[config.mk]
export PLATFORM = sky130hd
export DESIGN_NAME = box_drawer_flat
export DESIGN_NICKNAME = d
export VERILOG_FILES = /design/src/rtl/box_drawer_if.sv /design/src/rtl/box_drawer.sv /design/src/flat_wrapper.sv
export SDC_FILE = /design/constraint.sdc
export NUM_CORES = 1
export LEC_CHECK = 0
export CAP_MARGIN = 20
export CORE_ASPECT_RATIO = 1.4
export CORE_MARGIN = 5
export CORE_UTILIZATION = 30
export CTS_CLUSTER_DIAMETER = 150
export DETAILED_ROUTE_END_ITERATION = 10
export DONT_BUFFER_PORTS = 1
export MAX_ROUTING_LAYER = met4
export PLACE_DENSITY = 0.56
export SETUP_SLACK_MARGIN = 0.4
export SYNTH_ARGS = -nofsm -noshare
export SYNTH_HDL_FRONTEND = slang
export SYNTH_SLANG_ARGS = --single-unit
[constraint.sdc]
create_clock -name clock -period 4 [get_ports clock]
set_input_delay 0.8 -clock clock [delete_from_list [all_inputs] [get_ports clock]]
set_output_delay 0.8 -clock clock [all_outputs]
set_load 0.02 [all_outputs]
[src/rtl/box_drawer_if.sv]
// Request channel from a location processor to its box drawer.
interface box_drawer_if;
  logic       m_valid;
  logic       m_ready;
  logic [8:0] box_x;
  logic [8:0] box_y;
  logic [2:0] in_color;

  modport master (output m_valid, box_x, box_y, in_color, input m_ready);
  modport slave  (input m_valid, box_x, box_y, in_color, output m_ready);
endinterface

[src/rtl/box_drawer.sv]
// Box drawer: on each accepted request, erases the previously drawn box with the
// background colour and then draws the new box, one pixel per clock, raster order.
//
//  state   | meaning
//  S_IDLE  | ready for a request, no pixel output
//  S_ERASE | scanning the previous box in BG_COLOR
//  S_DRAW  | scanning the new box in the requested colour
module box_drawer #(
  parameter logic [8:0] BOX_WIDTH     = 9'd10,
  parameter logic [8:0] BOX_HEIGHT    = 9'd48,
  parameter logic [8:0] SCREEN_WIDTH  = 9'd320,
  parameter logic [8:0] SCREEN_HEIGHT = 9'd240,
  parameter logic [2:0] BG_COLOR      = 3'b000
) (
  input  logic         clock,
  input  logic         reset_n,
  box_drawer_if.slave  s_req,
  output logic [8:0]   o_vga_x,
  output logic [8:0]   o_vga_y,
  output logic [2:0]   o_vga_colour,
  output logic         o_vga_plot,
  output logic         o_done
);

  typedef enum logic [1:0] {S_IDLE, S_ERASE, S_DRAW} state_t;

  state_t     r_state, w_state_nxt;
  logic [8:0] r_cx, w_cx_nxt;
  logic [8:0] r_cy, w_cy_nxt;
  logic [8:0] r_cur_x, w_cur_x_nxt;
  logic [8:0] r_cur_y, w_cur_y_nxt;
  logic [2:0] r_cur_col, w_cur_col_nxt;
  logic [8:0] r_prev_x, w_prev_x_nxt;
  logic [8:0] r_prev_y, w_prev_y_nxt;
  logic       r_has_prev, w_has_prev_nxt;
  logic       r_done, w_done_nxt;

  logic       w_row_end;
  logic       w_last;
  logic [8:0] w_base_x;
  logic [8:0] w_base_y;
  logic [9:0] w_sum_x;
  logic [9:0] w_sum_y;

  assign w_row_end = (r_cx == BOX_WIDTH - 9'd1);
  assign w_last    = w_row_end && (r_cy == BOX_HEIGHT - 9'd1);

  // Ready depends on state only so the requester never sees a combinational loop.
  assign s_req.m_ready = (r_state == S_IDLE);
  assign o_done        = r_done;

  // State and datapath registers, synchronous active-low reset.
  always_ff @(posedge clock) begin
    if (!reset_n) begin
      r_state    <= S_IDLE;
      r_cx       <= 9'd0;
      r_cy       <= 9'd0;
      r_cur_x    <= 9'd0;
      r_cur_y    <= 9'd0;
      r_cur_col  <= 3'd0;
      r_prev_x   <= 9'd0;
      r_prev_y   <= 9'd0;
      r_has_prev <= 1'b0;
      r_done     <= 1'b0;
    end else begin
      r_state    <= w_state_nxt;
      r_cx       <= w_cx_nxt;
      r_cy       <= w_cy_nxt;
      r_cur_x    <= w_cur_x_nxt;
      r_cur_y    <= w_cur_y_nxt;
      r_cur_col  <= w_cur_col_nxt;
      r_prev_x   <= w_prev_x_nxt;
      r_prev_y   <= w_prev_y_nxt;
      r_has_prev <= w_has_prev_nxt;
      r_done     <= w_done_nxt;
    end
  end

  // Next-state logic: accept in idle, raster-scan erase then draw.
  always_comb begin
    w_state_nxt    = r_state;
    w_cx_nxt       = r_cx;
    w_cy_nxt       = r_cy;
    w_cur_x_nxt    = r_cur_x;
    w_cur_y_nxt    = r_cur_y;
    w_cur_col_nxt  = r_cur_col;
    w_prev_x_nxt   = r_prev_x;
    w_prev_y_nxt   = r_prev_y;
    w_has_prev_nxt = r_has_prev;
    w_done_nxt     = 1'b0;

    if (r_state != S_IDLE) begin
      if (w_row_end) begin
        w_cx_nxt = 9'd0;
        w_cy_nxt = r_cy + 9'd1;
      end else begin
        w_cx_nxt = r_cx + 9'd1;
      end
    end

    case (r_state)
      S_IDLE: begin
        if (s_req.m_valid) begin
          w_cur_x_nxt   = s_req.box_x;
          w_cur_y_nxt   = s_req.box_y;
          w_cur_col_nxt = s_req.in_color;
          w_cx_nxt      = 9'd0;
          w_cy_nxt      = 9'd0;
          w_state_nxt   = r_has_prev ? S_ERASE : S_DRAW;
        end
      end
      S_ERASE: begin
        if (w_last) begin
          w_cx_nxt    = 9'd0;
          w_cy_nxt    = 9'd0;
          w_state_nxt = S_DRAW;
        end
      end
      S_DRAW: begin
        if (w_last) begin
          w_cx_nxt       = 9'd0;
          w_cy_nxt       = 9'd0;
          w_prev_x_nxt   = r_cur_x;
          w_prev_y_nxt   = r_cur_y;
          w_has_prev_nxt = 1'b1;
          w_done_nxt     = 1'b1;
          w_state_nxt    = S_IDLE;
        end
      end
      default: w_state_nxt = S_IDLE;
    endcase
  end

  // Pixel output: sums kept 10 bits wide so off-screen pixels never wrap on-screen.
  always_comb begin
    w_base_x     = (r_state == S_ERASE) ? r_prev_x : r_cur_x;
    w_base_y     = (r_state == S_ERASE) ? r_prev_y : r_cur_y;
    w_sum_x      = {1'b0, w_base_x} + {1'b0, r_cx};
    w_sum_y      = {1'b0, w_base_y} + {1'b0, r_cy};
    o_vga_x      = 9'd0;
    o_vga_y      = 9'd0;
    o_vga_colour = BG_COLOR;
    o_vga_plot   = 1'b0;
    if (r_state != S_IDLE) begin
      o_vga_x      = w_sum_x[8:0];
      o_vga_y      = w_sum_y[8:0];
      o_vga_colour = (r_state == S_DRAW) ? r_cur_col : BG_COLOR;
      o_vga_plot   = (w_sum_x < {1'b0, SCREEN_WIDTH}) && (w_sum_y < {1'b0, SCREEN_HEIGHT});
    end
  end

endmodule

[src/flat_wrapper.sv]
// flat-port wrapper written by rule: the top's interface ports become plain ports
module box_drawer_flat 
#(
  parameter logic [8:0] BOX_WIDTH     = 9'd10,
  parameter logic [8:0] BOX_HEIGHT    = 9'd48,
  parameter logic [8:0] SCREEN_WIDTH  = 9'd320,
  parameter logic [8:0] SCREEN_HEIGHT = 9'd240,
  parameter logic [2:0] BG_COLOR      = 3'b000
)
  (clock, reset_n, o_vga_x, o_vga_y, o_vga_colour, o_vga_plot, o_done, s_req_m_valid, s_req_box_x, s_req_box_y, s_req_in_color, s_req_m_ready);
  box_drawer_if s_req_i ();
  input  logic clock;
  input  logic reset_n;
  output logic [8:0] o_vga_x;
  output logic [8:0] o_vga_y;
  output logic [2:0] o_vga_colour;
  output logic o_vga_plot;
  output logic o_done;
  input wire logic [$bits(s_req_i.m_valid)-1:0] s_req_m_valid;
  input wire logic [$bits(s_req_i.box_x)-1:0] s_req_box_x;
  input wire logic [$bits(s_req_i.box_y)-1:0] s_req_box_y;
  input wire logic [$bits(s_req_i.in_color)-1:0] s_req_in_color;
  output wire logic [$bits(s_req_i.m_ready)-1:0] s_req_m_ready;
  assign s_req_i.m_valid = s_req_m_valid;
  assign s_req_i.box_x = s_req_box_x;
  assign s_req_i.box_y = s_req_box_y;
  assign s_req_i.in_color = s_req_in_color;
  assign s_req_m_ready = s_req_i.m_ready;
  box_drawer #(.BOX_WIDTH(BOX_WIDTH), .BOX_HEIGHT(BOX_HEIGHT), .SCREEN_WIDTH(SCREEN_WIDTH), .SCREEN_HEIGHT(SCREEN_HEIGHT), .BG_COLOR(BG_COLOR)) u_core (.clock(clock), .reset_n(reset_n), .s_req(s_req_i), .o_vga_x(o_vga_x), .o_vga_y(o_vga_y), .o_vga_colour(o_vga_colour), .o_vga_plot(o_vga_plot), .o_done(o_done));
endmodule
## Yosys cells after proc, flatten, opt, wreduce, memory -nomap -nowiden

Cells that the tools add are included.

- Add/subtract/negate cells: 4
- Magnitude comparators: 2
- Equal/unequal tests: 7
- Muxes and demuxes: 23
- Reduce and logical (&&, ||, !) cells: 9

Operator list:

| operator | count |
|---|---|
| $mux W9 | 12 |
| $pmux W9 S2 | 2 |
| $add A9 B9 Y10 | 2 |
| $add A9 B1 Y9 const B | 2 |
| $lt A10 B8 Y1 const B | 1 |
| $lt A10 B9 Y1 const B | 1 |
| $eq A9 B4 Y1 const B | 1 |
| $eq A9 B6 Y1 const B | 1 |
| $mux W2 | 4 |
| $mux W3 | 2 |
| $pmux W2 S3 | 1 |
| $reduce_and A2 Y1 | 3 |
| $ne A2 B1 Y1 const B | 2 |
| $reduce_and A3 Y1 | 1 |
| $eq A2 B1 Y1 const B | 1 |
| $eq A2 B2 Y1 const B | 1 |
| $logic_and A1 B1 Y1 | 2 |
| $logic_not A2 Y1 | 1 |
| $mux W1 | 2 |
| $ne A2 B2 Y1 const B | 1 |
| $reduce_bool A2 Y1 | 1 |
| $reduce_or A2 Y1 | 1 |

- Register bits after elaboration: 61
- Bits of input ports: 24
- Output and inout bits: 24
- Logic and storage cells: 55

## Depth between registers and ports, before layout

Gate-level depths: netlist (run 1).

- Depth after elaboration: 6
- Depth in mapped cells: 12
- Mapped depth without buffers: 11

## Least setup slack after synthesis (run 1)

OpenSTA, ideal clock, no wires.

- Kind: reg-to-output
- Start: register u_core.r_state[1]
- End: output port o_vga_plot
- Data arrival time: 3393 ps
- Data required time: 3200 ps
- Path slack: -193 ps
- Stages on the path, launching flop included: 13
- Path buffers: 1
- Path through: dfxtp_1 > inv_1 > ha_1 > clkbuf_1 > mux2_2 > ha_1 > fa_1 > a211oi_2 > o21bai_1 > a211oi_1 > a21oi_1 > o31a_1 > a311oi_1

- Longest elaborated chain between the ends: 6

Ends and longest elaborated chain:

| element | RTL line | RTL |
|---|---|---|
| from (decl) | box_drawer.sv:27 | `state_t r_state, w_state_nxt;` |
| from (signal assigned) | box_drawer.sv:66 | `r_state <= w_state_nxt;` |
| $eq A2 B1 Y1 | box_drawer.sv:136, box_drawer.sv:137 |  |
| $mux W9, on equally long branches | box_drawer.sv:136, box_drawer.sv:137 |  |
| $add A9 B9 Y10, on equally long branches | box_drawer.sv:138, box_drawer.sv:139 |  |
| $lt A10 B9 Y1 / $lt A10 B8 Y1 (equally long branches) | box_drawer.sv:148 | `o_vga_plot = (w_sum_x < {1'b0, SCREEN_WIDTH}) && (w_sum_y < {1'b0, SCREEN_HEIGHT});` |
| $logic_and A1 B1 Y1 | box_drawer.sv:148 |  |
| $mux W1 * | box_drawer.sv:144 | `if (r_state != S_IDLE) begin` |
| to (decl) | flat_wrapper.sv:17 | `output logic o_vga_plot;` |

Mark *: on every way between the ends. The rest lies on a longest branch, timed or not.

## Worst setup path after layout (run 1)

Ends and elaborated chain as after synthesis.

==> flow_metrics.env, run 1 <==
export IMPL_drv_cap=0
export IMPL_finalSetupViolCount=1
export IMPL_netlist_area_leader_share_pct=34.97
export IMPL_p_leak_uw=0.001666
export IMPL_end_kind="primary output"
export IMPL_synth_ff_type="dfxtp_1"
export IMPL_rsz0062_at_grt="yes"
export IMPL_synth_commonest_cells="nand2_1 (92), dfxtp_1 (61), a21oi_1 (49)"
export IMPL_place_hpwl_mm=6.829
export IMPL_final_core_util_pct=38.80
export IMPL_hold_path_class="reg2reg"
export IMPL_tightest_slew_ps=981.9
export IMPL_core_um2=11400
export IMPL_track_usage_pct=14.72
export IMPL_synth_top_cells_by_area="dfxtp_1 (35%), nand2_1 (9.9%), ha_1 (9.3%), a21oi_1 (7.0%), mux2_2 (5.8%)"
export IMPL_areaGrowthSynthToFinish_pct=26.62
export IMPL_slew_violations=0
export IMPL_synth_cell_types=49
export IMPL_fin_ws_ps=-5.275
export IMPL_cts_buffer_depth=2
export IMPL_grt_overflow_total=0
export IMPL_ant_nets=0
export IMPL_ir_drop_mv=0.2231
export IMPL_fmax_ghz=0.2497
export IMPL_io_pins=48
export IMPL_p_sw_uw=443.8
export IMPL_cp_data_arrival_time_ps=3210
export IMPL_clk_insertion_delay_late_ps=330
export IMPL_start_util_pct=30.64
export IMPL_fin_tns_setup_ps=-5.275
export IMPL_numCtsBuffers=9
export IMPL_grt_pass1_vias=3125
export IMPL_max_slew_margin_rel_pct=34.47
export IMPL_syn_area_um2=3492
export IMPL_postSynthCellCount=433
export IMPL_cp_start_kind="flip-flop"
export IMPL_cts_root_buf="clkbuf_16"
export IMPL_avgViaCountPerCell=5.238
export IMPL_timing_final_hold_violations=0
export IMPL_p_int_uw=1356
export IMPL_syn_nets=485
export IMPL_grt_start_max_net_pins=33
export IMPL_synth_seq_cells=61
export IMPL_cp_required_ps=3200
export IMPL_grt_pass1_wl_mm=15.50
export IMPL_final_cells=600
export IMPL_drive_gt1_share_pct=22.15
export IMPL_yosysSeqAreaShare_pct=34.97
export IMPL_multiInputGateArea_um2=2442
export IMPL_antenna_found_initial=0
export IMPL_yosysMostFrequentCell="nand2_1"
export IMPL_n_antenna_cell=0
export IMPL_yosys_warnings=0
export IMPL_die_x_um=101.2
export IMPL_io_buffers=0
export IMPL_synth_edf_count=0
export IMPL_clock_power_share_pct=50.7
export IMPL_min_period_over_period_pct=100.1
export IMPL_cts_tree="done"
export IMPL_cts_hold_buffers=0
export IMPL_avgSynthCellArea_um2=8.065
export IMPL_fp_dieH_um=137.7
export IMPL_whs_ps=449.8
export IMPL_min_period_ps=4005
export IMPL_placed_cells=570
export IMPL_status="complete, but fails checks"
export IMPL_violations="setup timing"
export IMPL_first_iter_violations=132
export IMPL_drc=0
export IMPL_seq_power_share_pct=35.8
export IMPL_place_congestion=0.8620
export IMPL_clkTransAtPathRegs_ps=50
export IMPL_fp_row_count=46
export IMPL_crit_fanout=8
export IMPL_die_area_um2=13930
export IMPL_pwr_density_cell_nw_per_um2=407.0
export IMPL_drtPass1Iterations=4
export IMPL_h_tree_depth=3
export IMPL_seq_area_um2=1226
export IMPL_layout_nets=504
export IMPL_setup_worst_path_class="reg2out"
export IMPL_async_flop_share_pct=0
export IMPL_combPwrFrac_pct=13.5
export IMPL_clock_sinks=61
export IMPL_vias=3143
export IMPL_p_sw_share_pct=24.66
export IMPL_fin_worst_skew_ps=5.523
export IMPL_synth_top_cell_by_area="dfxtp_1"
export IMPL_wire_per_inst_um=16.30
export IMPL_totalWireLength_mm=9.778
export IMPL_n_fill_cell=1162
[power groups by stage]
| stage | sequential [uW] | combinational (uW) | clock, uW |
|---|---|---|---|
| floorplan | 652 | 163 | 0 |
| global placement | 657 | 207 | 0 |
| finish | 644 | 244 | 912 |
| CTS | 644 | 236 | 921 |
| global route | 647 | 267 | 953 |
| detailed placement | 658 | 211 | 0 |
[critical path: stages, from the launching register on]
cell      delay [ps]
dfxtp_2          320
inv_2             70
ha_4             200
buf_4            130
mux2_2           370
ha_4             250
a211oi_2         240
a21oi_2          110
o41ai_2          260
xor2_1           300
nor4_1           110
buf_4            160
a311oi_4         360
[what timing repair did]
| action | CTS | global route |
|---|---|---|
| endpoints found under the setup margin | 10 | 8 |
| pin swaps | 23 | 20 |
| gates resized for setup | 33 | 16 |
| buffers inserted | 12 | 3 |
[final cells by class]
type | count | share of cell area, %
Multi-Input combinational cell | 347 | 55.23
Sequential cell | 61 | 27.73
Clock buffer | 11 | 5.716
Timing Repair Buffer | 26 | 4.499
Tap cell | 144 | 4.075
Clock inverter | 4 | 2.151
Inverter | 7 | 0.5942
[logic make-up after synthesis]
kind of cell             share of synthesized area (%)
AO/OA/AOI/OAI                                    16.98
XOR/XNOR                                         5.518
adder cells (fa/ha/maj)                          10.46
buffers and inverters                            2.867
flip-flops                                       34.97
multiplexers                                     6.091
AND/OR/NAND/NOR                                  23.11
[final timing paths]
kind	startpoint	to	slack, ps	cells after the start
max	u_core.r_state[1]	o_vga_plot	-5	12
min	u_core.r_prev_y[3]	u_core.r_prev_y[3]	450	2
min reg2reg	u_core.r_prev_y[3]	u_core.r_prev_y[3]	450	2
max reg2reg	u_core.r_cx[0]	u_core.r_cx[8]	1630	8
[routing by layer]
layer	global-route usage (%)	share of wire (%)	vias up
met4	7.761	3.7	0
li1	-	-	1544
met1	15.92	41	1500
met2	25.18	51	71
met3	2.938	4.1	28
met5	-	0	-
[stage by stage]
| step | setup slack (ps) | power [uW] | area, um^2 |
|---|---|---|---|
| after detailed placement | 212.9 | 868.9 | 3742 |
| after global placement | 253.7 | 864.8 | 3742 |
| after CTS | 19.11 | 1802 | 4343 |
| after global routing | -129.4 | 1866 | 4422 |
| after floorplan | 414.4 | 815.2 | 3565 |
| final | -5.275 | 1800 | 4422 |
[layout by cell type, fill, tap and decap left out, types with 2 or more instances in the layout]
master      n
a211oi_1    4
a211oi_2    4
a21o_1      6
a21oi_1    43
a21oi_2     7
and2_1      5
and3_1      4
buf_4      25
bufinv_16   3
clkbuf_16   9
clkbuf_8    2
dfxtp_1    59
fa_2        2
ha_1       16
ha_4        9
inv_1       6
mux2_2     12
mux2_4      6
nand2_1    92
nand2b_1    3
nand3_1     4
nand4_1    10
nor2_1     34
nor2_2      4
nor2_4      2
nor2b_1     8
nor3_1      4
nor4_1      4
o21a_1      4
o21ai_0     5
o21ai_1     7
o21ai_2     2
o21bai_1    2
xnor2_1     4
xor2_1     18
[flip-flops by register name (all words and copies together), names as in the netlist]
name               count
u_core.r_prev_x        9
u_core.r_cur_y         9
u_core.r_has_prev      1
u_core.r_cur_col       3
u_core.o_done          1
u_core.r_cx            9
u_core.r_prev_y        9
u_core.r_state         2
u_core.r_cy            9
u_core.r_cur_x         9
Note: power is estimated with default switching activity, not from simulation.
==> inputs of run 2 (changes only) <==
--- a/config.mk
+++ b/config.mk
@@ -13,7 +13,7 @@
 export DETAILED_ROUTE_END_ITERATION = 10
 export DONT_BUFFER_PORTS = 1
 export MAX_ROUTING_LAYER = met4
-export PLACE_DENSITY = 0.56
+export PLACE_DENSITY_LB_ADDON = 0.08
 export SETUP_SLACK_MARGIN = 0.4
 export SYNTH_ARGS = -nofsm -noshare
 export SYNTH_HDL_FRONTEND = slang
==> run 2 against run 1 <==
  * The flow now finishes without violations
  * Die area is the same
  * Routed wire length grew 0.99%
  * Final cell count grew 1.5%
  * Worst setup slack gained 9.1 ps
  * Global-route usage grew 0.19 points
  * Clock-buffer cell count is the same
  * Final area grew 3.4%
  * Critical path type unchanged
  * Critical endpoint unchanged
  * Highest routed layer unchanged
==> flow_metrics.env, run 2 (synthesis results as in run 1) <==
export IMPL_first_iter_violations=77
export IMPL_end_kind="primary output"
export IMPL_drv_cap=0
export IMPL_hold_path_end="u_core.r_prev_y[2]"
export IMPL_rsz0062_at_grt="yes"
export IMPL_avgViaCountPerCell=4.995
export IMPL_min_period_ps=3996
export IMPL_hold_path_class="reg2reg"
export IMPL_cts_root_buf="clkbuf_16"
export IMPL_track_usage_pct=14.91
export IMPL_layout_nets=513
export IMPL_rrSetupSlack_ps=1680
export IMPL_clkTransAtPathRegs_ps=50
export IMPL_clock_sinks=61
export IMPL_cp_start_kind="flip-flop"
export IMPL_cts_hold_buffers=0
export IMPL_min_path_cells=2
export IMPL_n_antenna_cell=0
export IMPL_drive_gt1_share_pct=24.09
export IMPL_ant_nets=0
export IMPL_start_util_pct=30.64
export IMPL_tightest_slew_ps=770.4
export IMPL_pwr_density_cell_nw_per_um2=378.9
export IMPL_h_tree_depth=3
export IMPL_die_area_um2=13930
export IMPL_place_congestion=0.7752
export IMPL_worstHoldStart="u_core.r_prev_y[2]"
export IMPL_whs_ps=451.9
export IMPL_r2r_start="u_core.r_cx[0]"
export IMPL_layout_common_cells="nand2_1 (92), dfxtp_1 (59), a21oi_1 (45)"
export IMPL_cts_buffer_depth=2
export IMPL_rr_worst_depth=7
export IMPL_cts_tree="done"
export IMPL_grt_pass1_wl_mm=15.64
export IMPL_max_slew_margin_rel_pct=48.64
export IMPL_cp_data_arrival_time_ps=3200
export IMPL_grt_pass1_vias=3088
export IMPL_core_um2=11400
export IMPL_p_leak_uw=0.001701
export IMPL_numCtsBuffers=9
export IMPL_status="finished, final reports clean"
export IMPL_io_pins=48
export IMPL_finalSetupViolCount=0
export IMPL_fin_worst_skew_ps=8.065
export IMPL_fp_row_count=46
export IMPL_drtPass1Iterations=4
export IMPL_setup_worst_path_class="reg2out"
export IMPL_grt_start_max_net_pins=33
export IMPL_totalWireLength_mm=9.875
export IMPL_areaGrowthSynthToFinish_pct=30.96
export IMPL_min_period_over_period_pct=99.90
export IMPL_worstReg2RegEnd="u_core.r_prev_y[5]"
export IMPL_slew_violations=0
export IMPL_fmax_ghz=0.2502
export IMPL_postPlaceCellArea_um2=3720
export IMPL_final_cell_area_um2=4573
export IMPL_ir_drop_mv=0.2088
export IMPL_place_hpwl_mm=6.913
export IMPL_fp_dieH_um=137.7
export IMPL_cp_required_ps=3200
export IMPL_timing_final_hold_violations=0
export IMPL_crit_fanout=6
export IMPL_grt_overflow_total=0
export IMPL_io_buffers=0
export IMPL_antenna_found_initial=0
export IMPL_clk_insertion_delay_late_ps=320
export IMPL_wire_per_inst_um=16.22
export IMPL_die_x_um=101.2
export IMPL_mostFrequentLayoutCell="nand2_1"
export IMPL_drc=0
export IMPL_vias=3042
==> run 2: where the power goes <==
part           internal, uW  switching [uW]  leakage (uW)  total, uW
sequential              628            16.7      0.000496        644
combinational          98.7             159       0.00105        257
clock                   558             273      0.000152        831
==> run 2: final cells by class <==
| type | instances | area [um^2] |
|---|---|---|
| clock buffers | 11 | 242.7 |
| fillers | 1189 | 6823 |
| inverters | 7 | 26.28 |
| well taps | 144 | 180.2 |
| clock inverters | 4 | 72.57 |
| repair buffers | 35 | 292.8 |
| flip-flops and latches | 61 | 1226 |
| multi-input cells | 347 | 2532 |
==> run 2: worst max-delay path by stage <==
stage,slack [ps],cells past startpoint,start,endpoint
floorplan,410,11,u_core.r_state[0],o_vga_plot
global placement,200,10,u_core.r_state[0],o_vga_plot
detailed placement,130,10,u_core.r_state[0],o_vga_plot
finish,4,13,u_core.r_state[1],o_vga_plot
global route,-110,13,u_core.r_state[1],o_vga_plot
CTS,10,12,u_core.r_state[1],o_vga_plot
==> run 2: layer usage <==
metal	vias up	part of all wire, %	GRT usage [%]	wire [um]
met4	0	2.1	6.282	210
met3	14	3.5	3.343	341
met5	-	0	-	0
li1	1561	-	-	-
met2	63	49	24.38	4792
met1	1404	46	17.53	4530
==> run 2: repair_timing <==
item	4_1_cts	5_1_grt
buffers inserted	21	5
pin swaps	22	21
hold endpoints to repair	0	0
resized for setup	37	30
endpoints found under the setup margin	9	10
==> run 2: critical path: stages (launching register included) <==
cell and delay, ps:
dfxtp_2 330, inv_2 50, ha_4 190, buf_6 120, mux2_4 300, ha_4 160
fa_2 370, a211oi_4 260, buf_4 170, o21ai_2 60, a21o_1 210, a21oi_2 150
nand2b_1 100, a311oi_4 410
==> run 2: per-stage QoR <==
| stage | util, % | cells | setup TNS, ps | power [uW] | setup slack [ps] |
|---|---|---|---|---|---|
| finish | 40.13 | 609 | 0 | 1733 | 3.864 |
| global route | 40.13 | 609 | -112.5 | 1809 | -112.5 |
| CTS | 38.27 | 603 | 0 | 1740 | 11.92 |
| detailed placement | 32.64 | 567 | 0 | 869.8 | 131.6 |
| global placement | 32.64 | 567 | 0 | 869.4 | 195.9 |
| floorplan | - | 433 | 0 | 815.2 | 414.4 |
==> inputs of run 3 (changes only) <==
--- a/config.mk
+++ b/config.mk
@@ -6,7 +6,7 @@
 export NUM_CORES = 1
 export LEC_CHECK = 0
 export CAP_MARGIN = 20
-export CORE_ASPECT_RATIO = 1.4
+export CORE_ASPECT_RATIO = 0.8
 export CORE_MARGIN = 5
 export CORE_UTILIZATION = 30
 export CTS_CLUSTER_DIAMETER = 150
==> run 3 against run 2 <==
  * Core utilization down 1.7 points
  * Maximum frequency is 0.87% higher
  * Sequential power hardly changed
  * Critical path depth shrank 2
  * Largest cell class unchanged
  * Largest power group unchanged
==> flow_metrics.env, run 3 (synthesis results as in run 1) <==
export IMPL_cts_root_buf="clkbuf_16"
export IMPL_drtPass1Iterations=4
export IMPL_grt_start_max_net_pins=33
export IMPL_fin_ws_ps=38.45
export IMPL_vias=3034
export IMPL_whs_ps=451.2
export IMPL_hold_path_class="reg2reg"
export IMPL_layout_common_cells="nand2_1 (92), dfxtp_1 (59), a21oi_1 (44)"
export IMPL_pwr_density_cell_nw_per_um2=383.0
export IMPL_numCtsBuffers=9
export IMPL_drc=0
export IMPL_met2_usage_pct=19.19
export IMPL_place_congestion=0.7980
export IMPL_die_area_um2=13910
export IMPL_mostFrequentLayoutCell="nand2_1"
export IMPL_layout_nets=504
export IMPL_min_period_over_period_pct=99.04
export IMPL_clk_insertion_delay_late_ps=330
export IMPL_clock_sinks=61
export IMPL_die_x_um=130.6
export IMPL_track_usage_pct=14.99
export IMPL_clkTransAtPathRegs_ps=50
export IMPL_cts_buffer_depth=2
export IMPL_cp_required_ps=3200
export IMPL_slew_violations=0
export IMPL_min_period_ps=3962
export IMPL_fp_dieH_um=106.5
export IMPL_areaGrowthSynthToFinish_pct=26.37
export IMPL_p_leak_uw=0.001641
export IMPL_drv_cap=0
export IMPL_grt_overflow_total=0
export IMPL_totalWireLength_mm=9.894
export IMPL_n_antenna_cell=0
export IMPL_placed_cells=570
export IMPL_ant_nets=0
export IMPL_status="finished, final reports clean"
export IMPL_avgViaCountPerCell=5.015
export IMPL_drive_gt1_share_pct=22.54
export IMPL_met1_usage_pct=23.03
export IMPL_start_util_pct=30.44
export IMPL_fmax_ghz=0.2524
export IMPL_io_pins=48
export IMPL_finalSetupViolCount=0
export IMPL_fp_row_count=35
export IMPL_grt_pass1_vias=2985
export IMPL_antenna_found_initial=0
export IMPL_cts_hold_buffers=0
export IMPL_cts_tree="done"
export IMPL_final_cell_area_um2=4413
export IMPL_cp_data_arrival_time_ps=3160
export IMPL_grt_pass1_wl_mm=15.79
export IMPL_timing_final_hold_violations=0
export IMPL_h_tree_depth=3
export IMPL_fin_worst_skew_ps=5.835
export IMPL_wire_per_inst_um=16.35
export IMPL_busiest_layer="met1"
export IMPL_max_slew_margin_rel_pct=49.80
export IMPL_rsz0062_at_grt="yes"
export IMPL_final_cells=605
export IMPL_ir_drop_mv=0.2221
export IMPL_end_kind="primary output"
export IMPL_fin_tns_setup_ps=0
export IMPL_first_iter_violations=172
export IMPL_use_met3_pct=3.516
export IMPL_tightest_slew_ps=753.0
export IMPL_setup_worst_path_class="reg2out"
export IMPL_place_ws_ps=123.1
export IMPL_io_buffers=0
export IMPL_crit_fanout=8
export IMPL_core_um2=11470
export IMPL_postPlaceCellArea_um2=3717
export IMPL_place_hpwl_mm=6.856
export IMPL_cp_start_kind="flip-flop"
-- run 3: cell types whose count changed in the layout (fill, tap and decap cells not counted), moves of 2 or more --
cell | previous run | this run
buf_4 | 27 | 22
buf_6 | 8 | 2
clkinv_4 | 0 | 2
ha_1 | 13 | 16
ha_4 | 12 | 10
mux2_2 | 12 | 15
mux2_4 | 6 | 3
nor2_2 | 2 | 5
nor2_4 | 4 | 2
o21ai_0 | 5 | 7
o21ai_1 | 7 | 4
o21ai_2 | 1 | 3
-- run 3: critical path, cell delays in order (launching register included) --
cell,delay (ps)
dfxtp_2,320
inv_2,70
ha_4,220
mux2_4,330
ha_4,170
fa_2,370
a211oi_4,260
o21bai_1,110
a211oi_2,250
a21oi_2,70
o31a_1,280
a311oi_4,380
-- run 3: power breakdown --
group          switching [uW]  leakage (uW)  internal (uW)  total [uW]
registers                15.6      0.000496            627         643
clock network             296      0.000145            503         799
logic                     157       0.00100           91.2         249
-- run 3: repair_timing --
| action | in CTS | in global routing |
|---|---|---|
| resized for setup | 31 | 16 |
| pin swaps | 18 | 13 |
| endpoints found under the hold margin | 0 | 0 |
| setup buffers | 14 | 4 |
| setup endpoints to repair | 10 | 10 |
-- run 3: final timing paths --
kind	start	to	slack, ps	cells after the start
worst max-delay path	u_core.r_state[1]	o_vga_plot	40	11
worst min register to register	u_core.r_prev_y[3]	u_core.r_prev_y[3]	450	2
worst max register to register	u_core.r_cy[0]	u_core.r_prev_x[0]	1720	6
worst min-delay path	u_core.r_prev_y[3]	u_core.r_prev_y[3]	450	2
-- run 3: layout make-up --
cell class / instances / area (um^2)
Clock buffer: 10 / 239.0
Clock inverter: 6 / 71.32
Fill cell: 1194 / 7061
Inverter: 7 / 26.28
Multi-Input combinational cell: 347 / 2442
Sequential cell: 61 / 1226
Tap cell: 148 / 185.2
Timing Repair Buffer: 26 / 222.7
-- run 3: routing by layer --
metal	wire [um]	part of all wire, %
met1	5420	55
met2	4005	40
met3	360	3.6
met4	107	1.1
met5	0	0
-- run 3: stage by stage --
| step | total power (uW) | util, % |
|---|---|---|
| after floorplan | 815.2 | - |
| after global placement | 871.3 | 32.40 |
| after detailed placement | 870.9 | 32.40 |
| after CTS | 1704 | 37.31 |
| after global routing | 1766 | 38.46 |
| final | 1690 | 38.46 |
